===== config.mk =====
export PLATFORM = sky130hd
export DESIGN_NAME = game_step_ctrl
export DESIGN_NICKNAME = d
export VERILOG_FILES = /design/src/rtl/field_pkg.sv /design/src/rtl/rand_lfsr8.sv /design/src/rtl/game_step_ctrl.sv
export SDC_FILE = /design/constraint.sdc
export NUM_CORES = 1
export LEC_CHECK = 0
export CORE_ASPECT_RATIO = 1.4
export CORE_MARGIN = 10
export CORE_UTILIZATION = 42
export CTS_CLUSTER_SIZE = 20
export DETAILED_ROUTE_END_ITERATION = 16
export GPL_TIMING_DRIVEN = 0
export MAX_ROUTING_LAYER = met4
export PLACE_DENSITY = 0.82
export SKIP_CTS_REPAIR_TIMING = 1
export SLEW_MARGIN = 20
export SYNTH_ARGS = -nofsm -noshare
export SYNTH_HDL_FRONTEND = slang
export SYNTH_HIERARCHICAL = 1
export SYNTH_SLANG_ARGS = --single-unit

===== constraint.sdc =====
create_clock -name clk -period 3.37 [get_ports clk]
set_clock_uncertainty 0.1 [all_clocks]
set_input_delay 0.674 -clock clk [delete_from_list [all_inputs] [get_ports clk]]
set_output_delay 0.674 -clock clk [all_outputs]
set_load 0.01 [all_outputs]

===== src/rtl/field_pkg.sv =====
// Shared definitions for the snake game field and step controller:
// cell codes, controller state encoding and field sizing helpers.
package field_pkg;

    localparam logic [1:0] CELL_EMPTY = 2'b00;
    localparam logic [1:0] CELL_SNAKE = 2'b01;
    localparam logic [1:0] CELL_APPLE = 2'b10;
    localparam logic [1:0] CELL_BLOCK = 2'b11;

    typedef logic [2:0] state_t;

    localparam state_t ST_IDLE   = 3'd0;
    localparam state_t ST_TICK   = 3'd1;
    localparam state_t ST_MOVE   = 3'd2;
    localparam state_t ST_UPDATE = 3'd3;
    localparam state_t ST_PLACE  = 3'd4;
    localparam state_t ST_OVER   = 3'd5;

    function automatic int unsigned cells_n(input int unsigned sx,
                                            input int unsigned sy);
        return sx * sy;
    endfunction

    function automatic int unsigned idx_w(input int unsigned n);
        return (n <= 2) ? 1 : $clog2(n);
    endfunction

endpackage


===== src/rtl/rand_lfsr8.sv =====
// Free-running 8-bit Fibonacci LFSR, x^8+x^6+x^5+x^4+1.
module rand_lfsr8 #(
    parameter logic [7:0] SEED = 8'hA5
) (
    input  logic       clk,
    input  logic       rst,
    output logic [7:0] q
);

    logic [7:0] q_q;
    logic [7:0] q_d;

    // Reload the seed should the register ever be found stuck at zero.
    always_comb begin
        q_d = {q_q[6:0], q_q[7] ^ q_q[5] ^ q_q[4] ^ q_q[3]};
        if (q_q == 8'h00) begin
            q_d = SEED;
        end
    end

    always_ff @(posedge clk or posedge rst) begin
        if (rst) begin
            q_q <= SEED;
        end else begin
            q_q <= q_d;
        end
    end

    assign q = q_q;

endmodule


===== src/rtl/game_step_ctrl.sv =====
// Game tick sequencer: paces snake moves, field redraws and apple
// placement, and keeps the score / game-over / win state.
module game_step_ctrl
    import field_pkg::*;
#(
    parameter int unsigned SIZE_X    = 10,
    parameter int unsigned SIZE_Y    = 10,
    parameter int unsigned TICK_DIV  = 50000,
    parameter logic [7:0]  LFSR_SEED = 8'hA5,
    localparam int unsigned N          = cells_n(SIZE_X, SIZE_Y),
    localparam int unsigned IDX_W      = idx_w(N),
    localparam int unsigned FIELD_SIZE = 2 * N
) (
    input  logic                  clk,
    input  logic                  rst,
    input  logic                  run,
    input  logic                  snake_done,
    input  logic                  hit,
    input  logic                  ate,
    input  logic [FIELD_SIZE-1:0] field,
    output logic                  snake_step,
    output logic                  field_step,
    output logic                  apple_we,
    output logic [IDX_W-1:0]      apple_idx,
    output logic [15:0]           score,
    output logic                  game_over,
    output logic                  win
);

    localparam int unsigned CNT_W = $clog2(TICK_DIV);

    localparam logic [CNT_W-1:0] CNT_LAST  = CNT_W'(TICK_DIV - 1);
    localparam logic [IDX_W-1:0] IDX_LAST  = IDX_W'(N - 1);
    localparam logic [IDX_W:0]   N_EXT     = (IDX_W + 1)'(N);
    localparam logic [IDX_W:0]   TRY_LAST  = (IDX_W + 1)'(N - 1);

    state_t           state_q, state_d;
    logic [CNT_W-1:0] cnt_q, cnt_d;
    logic [IDX_W-1:0] probe_q, probe_d;
    logic [IDX_W:0]   tries_q, tries_d;
    logic             ate_q, ate_d;
    logic [15:0]      score_q, score_d;
    logic             win_q, win_d;
    logic             over_q, over_d;
    logic             snake_step_q, snake_step_d;
    logic             field_step_q, field_step_d;
    logic             apple_we_q, apple_we_d;
    logic [IDX_W-1:0] apple_idx_q, apple_idx_d;

    logic [7:0]       lfsr_q;
    logic [IDX_W:0]   rand_ext;
    logic [IDX_W-1:0] start_idx;
    logic [1:0]       cell_cur;
    logic             unused_lfsr;

    rand_lfsr8 #(
        .SEED (LFSR_SEED)
    ) u_lfsr (
        .clk (clk),
        .rst (rst),
        .q   (lfsr_q)
    );

    assign unused_lfsr = ^lfsr_q;

    // 2^IDX_W < 2N, so one conditional subtraction folds r into 0..N-1.
    assign rand_ext  = {1'b0, lfsr_q[IDX_W-1:0]};
    assign start_idx = (rand_ext >= N_EXT) ? IDX_W'(rand_ext - N_EXT)
                                           : lfsr_q[IDX_W-1:0];

    assign cell_cur = field[{probe_q, 1'b0} +: 2];

    always_comb begin
        state_d      = state_q;
        cnt_d        = cnt_q;
        probe_d      = probe_q;
        tries_d      = tries_q;
        ate_d        = ate_q;
        score_d      = score_q;
        win_d        = win_q;
        apple_idx_d  = apple_idx_q;
        snake_step_d = 1'b0;
        field_step_d = 1'b0;
        apple_we_d   = 1'b0;

        unique case (state_q)
            ST_IDLE: begin
                if (run) begin
                    score_d = '0;
                    win_d   = 1'b0;
                    cnt_d   = '0;
                    state_d = ST_TICK;
                end
            end
            ST_TICK: begin
                if (!run) begin
                    state_d = ST_IDLE;
                end else if (cnt_q == CNT_LAST) begin
                    snake_step_d = 1'b1;
                    cnt_d        = '0;
                    state_d      = ST_MOVE;
                end else begin
                    cnt_d = cnt_q + 1'b1;
                end
            end
            ST_MOVE: begin
                if (snake_done) begin
                    if (hit) begin
                        state_d = ST_OVER;
                    end else begin
                        ate_d        = ate;
                        field_step_d = 1'b1;
                        state_d      = ST_UPDATE;
                    end
                end
            end
            ST_UPDATE: begin
                if (ate_q) begin
                    if (score_q != 16'hFFFF) begin
                        score_d = score_q + 16'd1;
                    end
                    probe_d = start_idx;
                    tries_d = '0;
                    state_d = ST_PLACE;
                end else begin
                    cnt_d   = '0;
                    state_d = ST_TICK;
                end
            end
            ST_PLACE: begin
                if (cell_cur == CELL_EMPTY) begin
                    apple_idx_d = probe_q;
                    apple_we_d  = 1'b1;
                    cnt_d       = '0;
                    state_d     = ST_TICK;
                end else begin
                    probe_d = (probe_q == IDX_LAST) ? '0
                                                    : probe_q + 1'b1;
                    tries_d = tries_q + 1'b1;
                    if (tries_q == TRY_LAST) begin
                        win_d   = 1'b1;
                        state_d = ST_OVER;
                    end
                end
            end
            ST_OVER: begin
                if (!run) begin
                    state_d = ST_IDLE;
                end
            end
            default: begin
                state_d = ST_IDLE;
            end
        endcase

        over_d = (state_d == ST_OVER);
    end

    always_ff @(posedge clk or posedge rst) begin
        if (rst) begin
            state_q      <= ST_IDLE;
            cnt_q        <= '0;
            probe_q      <= '0;
            tries_q      <= '0;
            ate_q        <= 1'b0;
            score_q      <= '0;
            win_q        <= 1'b0;
            over_q       <= 1'b0;
            snake_step_q <= 1'b0;
            field_step_q <= 1'b0;
            apple_we_q   <= 1'b0;
            apple_idx_q  <= '0;
        end else begin
            state_q      <= state_d;
            cnt_q        <= cnt_d;
            probe_q      <= probe_d;
            tries_q      <= tries_d;
            ate_q        <= ate_d;
            score_q      <= score_d;
            win_q        <= win_d;
            over_q       <= over_d;
            snake_step_q <= snake_step_d;
            field_step_q <= field_step_d;
            apple_we_q   <= apple_we_d;
            apple_idx_q  <= apple_idx_d;
        end
    end

    assign snake_step = snake_step_q;
    assign field_step = field_step_q;
    assign apple_we   = apple_we_q;
    assign apple_idx  = apple_idx_q;
    assign score      = score_q;
    assign game_over  = over_q;
    assign win        = win_q;

endmodule


==> results.md <==
- Status: finished, final reports clean
- Int Pwr: a little over 0.002 W
- Core area: 0.0118 sq mm
- Clk pwr share: between 40% and 50%
- EDFF count, synth: 0
- DRC Markers: 0
- Clock-pin slew on the worst setup and hold paths: 60 ps
- Crit-path leading delay family: compound AO/OA/AOI/OAI gates
- Ys async rst share: 100%
- Register area: 0.00178 sq mm
- Max Transition Viols Final: 0
- Worst path depth: 10
- Clock sink count: 71
- R2R Path End: apple_idx[0]
- Critical path's slowest cell: mux4_2
- Sequential Power Share: 34.7%
- ANT nets after route: 0
- Vias in the first global route: 6208
- Peak supply drop: about 0.35 mV
- Area grow syn2layout: 60.1%
- Die extent in x: ~110 um
- PnR worst setup slack: 42.3 ps
- DIE HEIGHT: 149 um
- Syn Inst Count: 615
- Hold/Removal Path Class: reg2reg
- Final hold violations: 0
- Port-buffer cells: about 230
- WL/cell: around 23 um
- Area of the multi-input gates: 0.00303 sq mm
- Crit path max fanout: 6
- Nets: 1077
- Reg2Reg Depth: 10
- Net Sw Frac: 20.8%
- Final count of negative-setup-slack endpoints: 0
- Die area: 0.0168 sq mm
- Yosys top cell by area: dfrtp_1
- CTS tree: yes
- Yosys reg bits: 71
- Critical Path End Type: flop
- GR Util All Layers: around 28%
- Sequential share of the synthesized area: 35.5%
- CTS H-tree depth: 3
- Most frequent cell after synthesis: nor2_1
- Number of fillers in the final layout: 924
- Commonest cells post-synth: nor2_1 (84), dfrtp_1 (67), nand2_1 (57)
- Avg Cell Area, Syn: about 8 sq um
- Hold EP: apple_idx[3]
- Layout cells sized above 1: 9.08%
- DR vias/cell: 5.94
- Most used cell along the critical path: a211oi_4
- RD Place Congestion: 0.974
- CTS max path bufs: 2
- Leakage power: 3.20 nW
- Crit path DAT: approximately 3500 ps
- Combinational power share: 16.1%
- Starting density of the core: 42.6%
- Clock Tree Root: clkbuf_16
- Global-route wire length before repair: between 30000 and 40000 um
- GRT Residual Overflow: 0
- CP Cell Sequence: clkdlybuf4s50_1 > or2_2 > mux4_2 > a221oi_1 > a2111oi_2 > a211oi_4 > a211oi_4 > buf_4 > and3_1 > a221o_1
- R2R Setup Slk: 80 ps
- Clk_lat worst skew: approximately 340 ps
- Hold Path Origin: apple_idx[3]
- Number of CTS-inserted buffers: 9
- Site Rows: 47
- DR pass1 iterations: 5
- Hpwl dp: between 15000 and 20000 um
- Reg-to-Reg Start: probe_q[0]
- Top FF cell, synth: dfrtp_1
- Final Critical Period: 3330 ps
- Switching power: 0.000532 W
- Worst EP required: 3490 ps
- Worst hold path stage count: 1
- Slew @ Worst Pin: 653 ps
- Top-area cell type share of the netlist area: 33.4%
- Vias after detailed routing: 6044
- PwrDens: 319 mW/mm^2
- Distinct cell type count after synthesis: 72
- Total detailed-routing wirelength: 23600 um
- Pwr Total: ~0.0026 W
- DR iter-0 viols: 511
- Synth Net Count: between 800 and 900
- Synthesized area: 0.00502 sq mm
- CP Launch Type: input pin
- Crit path buf inv count: 2
- Rel. slew slack: 55.9%
- Top cells by area, synth: dfrtp_1 (33%), nor2_1 (6.3%), nor3_1 (4.5%), nand2_1 (4.3%), o21ai_0 (4.1%)
- Achievable Freq: between 300 and 400 MHz
- Kind of critical path: in2reg
- Fin crit share: approximately 99%
- IO Pins: 234
- Initial antenna violation count: 1
- Max-Cap Viols: 0
- Syn. warnings: 6
- Slowest cell delay on critical path: around 480 ps
- Largest net degree at the start of global routing: 42
- Dpl ws: -534 ps
-- power groups by stage --
stage | clock network [W] | registers, W | logic (W)
final | 0.00126 | 0.000889 | 0.000413
after global routing | 0.00130 | 0.000890 | 0.000439
after CTS | 0.00127 | 0.000887 | 0.000407
after detailed placement | 0 | 0.000902 | 0.000402
after global placement | 0 | 0.000900 | 0.000394
after floorplan | 0 | 0.000900 | 0.000108
-- worst max-delay path by stage --
stage	startpoint	end	slack, ps
after floorplan	field[162]	apple_idx[0]	320
after global placement	field[162]	apple_idx[0]	-480
after detailed placement	field[162]	apple_idx[0]	-530
after CTS	field[162]	apple_idx[2]	-190
after global routing	run	score[14]	-30
final	field[162]	probe_q[0]	40
-- worst reg2reg max path, stage by stage (launching register included) --
cell and delay [ps]:
dfrtp_1 390, buf_2 250, buf_2 280, clkbuf_4 280
o211ai_1 110, a2111oi_0 470, a221o_1 360, and2_1 280
o21a_4 200, buf_6 150, mux2_4 300
-- kinds of logic after synthesis --
group,Yosys count,synth area share [%]
mux,15,4.42
flops,71,35.5
simple gates,293,29.0
compound gates,159,22.0
buf+inv,55,4.66
xor+xnor,16,2.94
fa+ha+maj,6,1.50
-- registers in the layout (all words and copies together), names as in the netlist, 3 cells and up --
| register | count |
|---|---|
| cnt_q | 16 |
| score | 16 |
| tries_q | 8 |
| u_lfsr/q | 8 |
| apple_idx | 7 |
| probe_q | 7 |
| state_q | 3 |
-- layout by cell type, fill, tap and decap left out, types with 6 or more instances in the layout --
cell type,netlist,final
or2_2,10,10
nand3_1,15,15
or3_1,11,11
o31ai_1,8,8
nand2b_1,8,8
nor4_1,8,8
ha_1,6,6
o22ai_1,7,7
a211oi_1,8,8
nor3_1,45,44
and3_1,14,14
xnor2_1,9,9
inv_1,17,16
buf_4,1,6
o311ai_0,8,8
o21ai_0,41,41
nand4_1,10,10
xor2_1,6,6
clkdlybuf4s50_1,0,233
buf_2,13,10
nand2_1,57,57
dfrtp_1,67,67
clkbuf_1,22,21
a21oi_1,20,20
a31oi_1,15,15
clkbuf_16,0,9
nor2_1,84,84
-- per-stage QoR --
step	utilization (%)	instances	hold slack (ps)	setup TNS, ps	area [sq um]
6_report	68.3	1018	411	0	8030
3_3_place_gp	64.0	995	392	-19360	7530
5_1_grt	68.3	1018	425	-86.6	8030
2_1_floorplan	-	615	374	0	5020
4_1_cts	67.6	1012	415	-2040	7950
3_5_place_dp	64.2	996	403	-16310	7550
-- cell type report --
cell class	instances	share of cell area, %
multi-input combinational	489	37.8
clock buffer	10	2.98
antenna	1	0.0312
sequential	71	22.2
timing repair buffer	239	29.8
buffer	37	2.18
clock inverter	6	1.93
inverter	18	0.873
tap	147	2.29
-- metal layers --
layer,up-vias,part of all wire [%],global-route usage (%)
met3,54,8.3,7.65
met5,-,0,-
li1,2779,-,-
met1,2870,38,29.5
met2,341,51,49.0
met4,0,2.7,8.72
(Power assumes the default switching activity.)
